$ cat config.mk
export PLATFORM = sky130hd
export DESIGN_NAME = output_port_transmitter
export DESIGN_NICKNAME = d
export VERILOG_FILES = /design/src/rtl/io_pkg.sv /design/src/rtl/RippleCarryIncrementer.sv /design/src/rtl/baud_tick_generator.sv /design/src/rtl/output_port_transmitter.sv
export SDC_FILE = /design/constraint.sdc
export NUM_CORES = 1
export LEC_CHECK = 0
export CELL_PAD_IN_SITES_DETAIL_PLACEMENT = 0
export CELL_PAD_IN_SITES_GLOBAL_PLACEMENT = 2
export CORE_ASPECT_RATIO = 1.75
export CORE_MARGIN = 2
export CORE_UTILIZATION = 39
export CTS_CLUSTER_SIZE = 12
export DETAILED_ROUTE_END_ITERATION = 10
export PLACE_DENSITY_LB_ADDON = 0.1
export RECOVER_POWER = 50
export SYNTH_ARGS = -nofsm -noshare
export SYNTH_HDL_FRONTEND = slang
export SYNTH_SLANG_ARGS = --single-unit
$ cat constraint.sdc
create_clock -name clock -period 3.6 [get_ports clock]
set_input_delay 0.72 -clock clock [delete_from_list [all_inputs] [get_ports clock]]
set_output_delay 0.72 -clock clock [all_outputs]
set_load 0.05 [all_outputs]
$ cat src/rtl/io_pkg.sv
// Types and constants shared by the Mano serial I/O ports (transmitter now, receiver later).
package io_pkg;

  typedef enum logic [1:0] {TX_IDLE, TX_START, TX_DATA, TX_STOP} tx_state_t;

  localparam logic SERIAL_IDLE = 1'b1;

endpackage

$ cat src/rtl/RippleCarryIncrementer.sv
// Plain ripple-carry +1 incrementer built from a chain of half adders.
module RippleCarryIncrementer #(
  parameter int WIDTH = 4
) (
  input  logic [WIDTH-1:0] value_in,
  output logic [WIDTH-1:0] sum_out
);

  logic [WIDTH-1:0] carry;

  assign carry[0] = 1'b1;

  // The carry out of the top bit is never needed, so the chain stops one stage short.
  for (genvar i = 0; i < WIDTH; i++) begin : g_stage
    assign sum_out[i] = value_in[i] ^ carry[i];
    if (i < WIDTH - 1) begin : g_carry
      assign carry[i+1] = value_in[i] & carry[i];
    end
  end

endmodule

$ cat src/rtl/baud_tick_generator.sv
// Bit-period timer: pulses tick_out on the last cycle of every CLOCKS_PER_BIT-cycle period
// while enabled, and restarts from zero whenever enable_in is low.
module baud_tick_generator #(
  parameter int CLOCKS_PER_BIT = 16
) (
  input  logic clock,
  input  logic reset_n,
  input  logic enable_in,
  output logic tick_out
);

  localparam int CNT_W = $clog2(CLOCKS_PER_BIT) + 1;
  localparam logic [CNT_W-1:0] LAST_COUNT = CNT_W'(CLOCKS_PER_BIT - 1);

  logic [CNT_W-1:0] count;
  logic [CNT_W-1:0] count_inc;

  RippleCarryIncrementer #(.WIDTH(CNT_W)) u_incrementer (
    .value_in (count),
    .sum_out  (count_inc)
  );

  assign tick_out = enable_in && (count == LAST_COUNT);

  always_ff @(posedge clock or negedge reset_n) begin
    if (!reset_n) begin
      count <= '0;
    end else if (!enable_in || tick_out) begin
      count <= '0;
    end else begin
      count <= count_inc;
    end
  end

endmodule

$ cat src/rtl/output_port_transmitter.sv
// Device side of the Mano output port: holds OUTR and FGO and shifts each accepted
// character out as a start bit, LSB-first data bits and a stop bit.
module output_port_transmitter
  import io_pkg::*;
#(
  parameter int BITS           = 8,
  parameter int CLOCKS_PER_BIT = 16
) (
  input  logic            clock,
  input  logic            reset_n,
  input  logic [BITS-1:0] data_in,
  input  logic            load_in,
  output logic            fgo_out,
  output logic            tx_out,
  output logic            overrun_out
);

  localparam int IDX_W = $clog2(BITS) + 1;
  localparam logic [IDX_W-1:0] LAST_IDX = IDX_W'(BITS - 1);

  tx_state_t        state;
  tx_state_t        next_state;
  logic [BITS-1:0]  outr;
  logic [BITS-1:0]  outr_next;
  logic [IDX_W-1:0] bit_index;
  logic [IDX_W-1:0] bit_index_next;
  logic [IDX_W-1:0] bit_index_inc;
  logic             fgo_next;
  logic             tx_next;
  logic             overrun_next;
  logic             following_bit;
  logic             tick;

  baud_tick_generator #(.CLOCKS_PER_BIT(CLOCKS_PER_BIT)) u_baud (
    .clock     (clock),
    .reset_n   (reset_n),
    .enable_in (state != TX_IDLE),
    .tick_out  (tick)
  );

  assign bit_index_inc = bit_index + IDX_W'(1);

  // tx_out is registered, so the bit that goes out after the current one is selected here.
  always_comb begin
    following_bit = 1'b0;
    for (int i = 0; i < BITS; i++) begin
      if (bit_index_inc == IDX_W'(i)) following_bit = outr[i];
    end
  end

  always_ff @(posedge clock or negedge reset_n) begin
    if (!reset_n) begin
      state       <= TX_IDLE;
      outr        <= '0;
      bit_index   <= '0;
      fgo_out     <= 1'b1;
      tx_out      <= SERIAL_IDLE;
      overrun_out <= 1'b0;
    end else begin
      state       <= next_state;
      outr        <= outr_next;
      bit_index   <= bit_index_next;
      fgo_out     <= fgo_next;
      tx_out      <= tx_next;
      overrun_out <= overrun_next;
    end
  end

  // Loads are qualified by the registered FGO; any load while busy is dropped and flagged.
  always_comb begin
    next_state     = state;
    outr_next      = outr;
    bit_index_next = bit_index;
    fgo_next       = fgo_out;
    tx_next        = tx_out;
    overrun_next   = overrun_out | (load_in & ~fgo_out);
    case (state)
      TX_IDLE: begin
        if (load_in && fgo_out) begin
          outr_next  = data_in;
          fgo_next   = 1'b0;
          tx_next    = 1'b0;
          next_state = TX_START;
        end
      end
      TX_START: begin
        if (tick) begin
          bit_index_next = '0;
          tx_next        = outr[0];
          next_state     = TX_DATA;
        end
      end
      TX_DATA: begin
        if (tick) begin
          if (bit_index == LAST_IDX) begin
            tx_next    = SERIAL_IDLE;
            next_state = TX_STOP;
          end else begin
            bit_index_next = bit_index_inc;
            tx_next        = following_bit;
          end
        end
      end
      TX_STOP: begin
        if (tick) begin
          fgo_next   = 1'b1;
          tx_next    = SERIAL_IDLE;
          next_state = TX_IDLE;
        end
      end
      default: begin
        next_state = TX_IDLE;
      end
    endcase
  end

endmodule

; ---- After elaboration in Yosys (flattened, before gate mapping)
; Index checks and enable logic that the tools add are counted.
[totals]
word_cells = 77
memories = 0
out_inout_bits = 3
latch_bits = 0
ram_bits = 0
romBits = 0
ff_bits = 22
[op_classes]
n_shift = 0
div = 0
magnitude_cmp = 0
eq_ne = 18
n_reduce_logical = 14
mux = 26
add_sub_neg = 1
n_bitwise = 11
mul = 0
[ops]
columns = op, n
row1 = $eq A4 B3 Y1 const B, 5
row2 = $mux W1, 13
row3 = $mux W4, 3
row4 = $mux W2, 5
row5 = $eq A4 B2 Y1 const B, 2
row6 = $pmux W2 S4, 1
row7 = $pmux W4 S2, 1
row8 = $reduce_and A4 Y1, 2
row9 = $ne A2 B1 Y1 const B, 3
row10 = $ne A2 B2 Y1 const B, 3
row11 = $reduce_bool A2 Y1, 3
row12 = $eq A5 B4 Y1 const B, 1
row13 = $mux W5, 1
row14 = $reduce_and A5 Y1, 1
row15 = $add A4 B1 Y4 const B, 1
row16 = $and A1 B1 Y1, 4
row17 = $eq A2 B2 Y1 const B, 2
row18 = $eq A4 B1 Y1 const B, 1
row19 = $logic_not A4 Y1, 1
row20 = $pmux W1 S4, 1
row21 = $xor A1 B1 Y1, 4
row22 = $reduce_and A3 Y1, 1
row23 = $eq A2 B1 Y1 const B, 1
row24 = $logic_and A1 B1 Y1, 2
row25 = other kinds (7), 8

; ---- Logic depth before layout (Yosys ltp)
[depth]
depth_word = 13
mapped_depth = 7
depth_no_buf = 7

; ---- Hierarchy
; A second synthesis with hierarchy kept.
[unflattened]
hier_cells = 117
area_unflattened_um2 = 1272.5
[modules_own_cells]
columns = module, cells_per_inst, n_inst, area_per_inst_um2
row1 = output_port_transmitter, 94, 1, 1032.2
row2 = baud_tick_generator, 18, 1, 190.2
row3 = RippleCarryIncrementer, 5, 1, 50.0

; ---- Least setup slack after synthesis
; Ideal clock, no wire load.
[synth_path]
path_type = reg-to-reg
from = register fgo_out
to = register state[1]
arrival_ns = 1.785
slack_ns = 1.687
period_less_slack_ns = 1.913
setup_time_ns = 0.128
stages_incl_launch_ff = 6
required_time_ns = 3.472
cell_sequence = dfstp_2 nand2_1 a2111oi_0 nor2_1 a21oi_1 mux2_1
[synth_via]
elab_chain_cells = 3
[synth_lines]
columns = item, line
row1 = start: declaration, output_port_transmitter.sv:13  ; output logic fgo_out,
row2 = start signal: assignment, output_port_transmitter.sv:63  ; fgo_out <= fgo_next;
row3 = $logic_and A1 B1 Y1, output_port_transmitter.sv:79  ; if (load_in && fgo_out) begin
row4 = $ne A2 B2 Y1 (no source line), --
row5 = $reduce_and A5 Y1 (no source line), --
row6 = end signal: assignment, output_port_transmitter.sv:60  ; state <= next_state;
row7 = end: declaration, output_port_transmitter.sv:21  ; tx_state_t state;
; Every way passes these cells.
; A chain may end at the register's enable or synchronous reset.

; ---- Final worst setup path
[layout_path]
from = register fgo_out
to = output port fgo_out
; No word-level cell between the ends.

==> results.py <==
metrics = {
    "synth": {
        "synth_most_common_cell": "dfrtp_1",
        "netlist_top_cells_area": "dfrtp_1 42%, ha_1 13%, mux2_2 7.5%",
        "yosys.area.top_type": "dfrtp_1",
        "ys_ff_latch": 22,
        "syn_inst": 107,
        "syn-mean-instance-area_um2": 11.2,
        "synth-edff-count": 0,
        "synth_top_cells_by_count": "20 x dfrtp_1, 12 x ha_1, 10 x nand2_1",
        "yosysWarningCount": 0,
        "synth.distinct_cells": 34,
        "synth_top_area_share": 0.417,
        "synth_area_um2": 1200,
        "async_flop_share": 1.00,
        "synth.net_count": 130,
        "ys_seq_area_frac": 0.460,
        "synth_ff_type": "dfrtp_1",
    },
    "critical_path": {
        "crit_buf_inv": 1,
        "crit_path_max_fanout": 6,
        "path_cells": "clkdlybuf4s50_1",
        "cp_slowest_cell": "clkdlybuf4s50_1",
        "worstSetupEndpointType": "primary output",
        "cp.required_ns": 2.88,
        "crit_family": "buffers and inverters",
        "slowest_delay_ns": 0.81,
        "arrival_ns": 1.65,
        "crit_path_start_kind": "flip-flop",
        "path_class": "reg2out",
    },
    "layout": {
        "syn_to_final_growth_pct": 17.2,
        "nets": 147,
        "finalInstanceArea_um2": 1410,
        "diodes": 0,
        "fill_cells": 282,
        "layout-drive-gt1-share": 0.138,
    },
    "run": {
        "drv_cap": 0,
    },
    "detailed_routing": {
        "drtIter0Drc": 2,
        "wl_um": 2430,
        "viasPerCell": 5.54,
        "drc": 0,
        "num_vias": 836,
        "wl_per_cell_um": 16.1,
        "drtAntennaViolNets": 0,
        "dr.pass1.iters": 4,
    },
    "global_routing": {
        "overflow": 0,
        "grt_use_total": 0.155,
        "grt_pass1_wl_um": 4040,
        "grt_util_met3": 0.0209,
        "antenna_found_initial": 0,
        "busiest_layer": "met2",
        "grt_max_degree": 23,
        "met2_usage": 0.292,
        "grt.met1_usage": 0.156,
        "grt_pass1_vias": 879,
    },
    "clock_tree": {
        "clkTransAtPathRegs_ns": 0.08,
        "htreeDepth": 1,
        "cts_buffers": 3,
        "postCtsSetupBuffers": 0,
        "clock-root-buffer": "clkbuf_8",
        "clk_latency_ns": 0.26,
        "clockBufferDepth": 2,
        "clock-sinks": 22,
        "cts_resized": 0,
        "hold_buffers": 0,
        "cts_tree": "done",
    },
    "die": {
        "num_rows": 26,
        "die_w_um": 46.0,
        "die_y_um": 77.4,
        "dieArea_um2": 3560,
        "core-area_um2": 2930,
        "io_pins": 14,
        "start_util": 0.410,
    },
    "placed_design": {
        "gp_congestion": 0.699,
        "dp.final_hpwl_um": 1880,
        "place_area_um2": 1370,
        "numPortBuffers": 13,
    },
    "timing": {
        "period_needed_ns": 2.37,
        "hold_violations": 0,
        "worst_pin_slew_ns": 1.03,
        "grt_setup_unrepaired": "false",
        "relSlewSlack": 0.310,
        "drv_slew": 0,
        "skew_ns": 0.00719,
        "fmax_mhz": 422,
        "setup_viol": 0,
        "setup_tns_ns": 0,
        "period_share": 0.658,
    },
    "power_and_ir_drop": {
        "total_power_uw": 975,
        "p_leak_uw": 0.000629,
        "ir_drop_mv": 0.403,
        "power.density_nw_per_um2": 693,
    },
    "run_status": {
        "outcome": "completed",
    },
    "worst_hold_path": {
        "hold_class": "reg2reg",
    },
}
-- flip-flops by register name (all words and copies together) (netlist names) --
register and cells:
tx_out 1, u_baud.count 5, fgo_out 1, state 2, outr 8, overrun_out 1
bit_index 4
-- layer usage --
metal  wire length (um)  vias to the layer above  share of wire
met2               1420                        9           0.59
met4                 36                        0          0.015
li1                   -                      417              -
met3                 47                        4          0.019
met5                  0                        -              0
met1                925                      406           0.38
-- cell usage in the layout (no fill, tap or decap), types with 3 or more instances in the layout --
cell type	n
a21oi_1	4
and2_0	3
clkbuf_8	3
clkdlybuf4s50_1	11
dfrtp_1	20
ha_1	12
inv_1	5
mux2_2	8
nand2_1	10
nand3_1	3
nor2_1	6
o21ai_0	3
o21ai_1	3
-- worst paths after layout --
path,cells after the start,endpoint,slack (ns),from
worst max-delay path,1,fgo_out,1.23,fgo_out$_DFFE_PN1P_
worst min-delay path,1,u_baud.count[0]$_DFF_PN0_,0.44,u_baud.count[0]$_DFF_PN0_
max in group asynchronous,1,outr[7]$_DFFE_PN0P_,1.89,reset_n
worst max register to register,6,state[1]$_DFFE_PN0P_,1.59,state[0]$_DFFE_PN0P_
worst min register to register,1,u_baud.count[0]$_DFF_PN0_,0.44,u_baud.count[0]$_DFF_PN0_
min in group asynchronous,1,bit_index[1]$_DFFE_PN0P_,1.08,reset_n
-- power breakdown --
group	internal, uW	leakage [uW]	switching [uW]
logic	193	0.000337	215
clock network	79.0	0.0000228	79.9
registers	347	0.000269	61.7
-- area by class of cell --
type / count / area [um^2] / area share
tap: 28 / 35.0 / 0.0249
clock buffer: 4 / 45.0 / 0.0320
sequential: 22 / 553 / 0.393
inverter: 5 / 18.8 / 0.0133
timing repair buffer: 14 / 134 / 0.0951
multi-input combinational: 78 / 622 / 0.442
-- per-stage QoR --
step	util	hold WS [ns]	worst slack [ns]	std cells
floorplan	-	0.409	1.69	107
global placement	0.467	0.421	1.11	147
detailed placement	0.467	0.429	1.07	147
CTS	0.482	0.444	1.22	151
global route	0.481	0.468	1.10	151
finish	0.481	0.440	1.23	151
-- cells by family (layout without fill, tap and decap cells) --
family	Yosys count	count (layout)	share of synthesized area
and+or+nand+nor	31	31	0.129
DFF	22	22	0.460
adders and majority gates	12	12	0.125
buffers and inverters	7	23	0.0219
AOI/OAI and AO/OA	22	22	0.142
xor gates and xnor gates	2	2	0.0208
muxes	11	11	0.101
(Power assumes the default switching activity.)
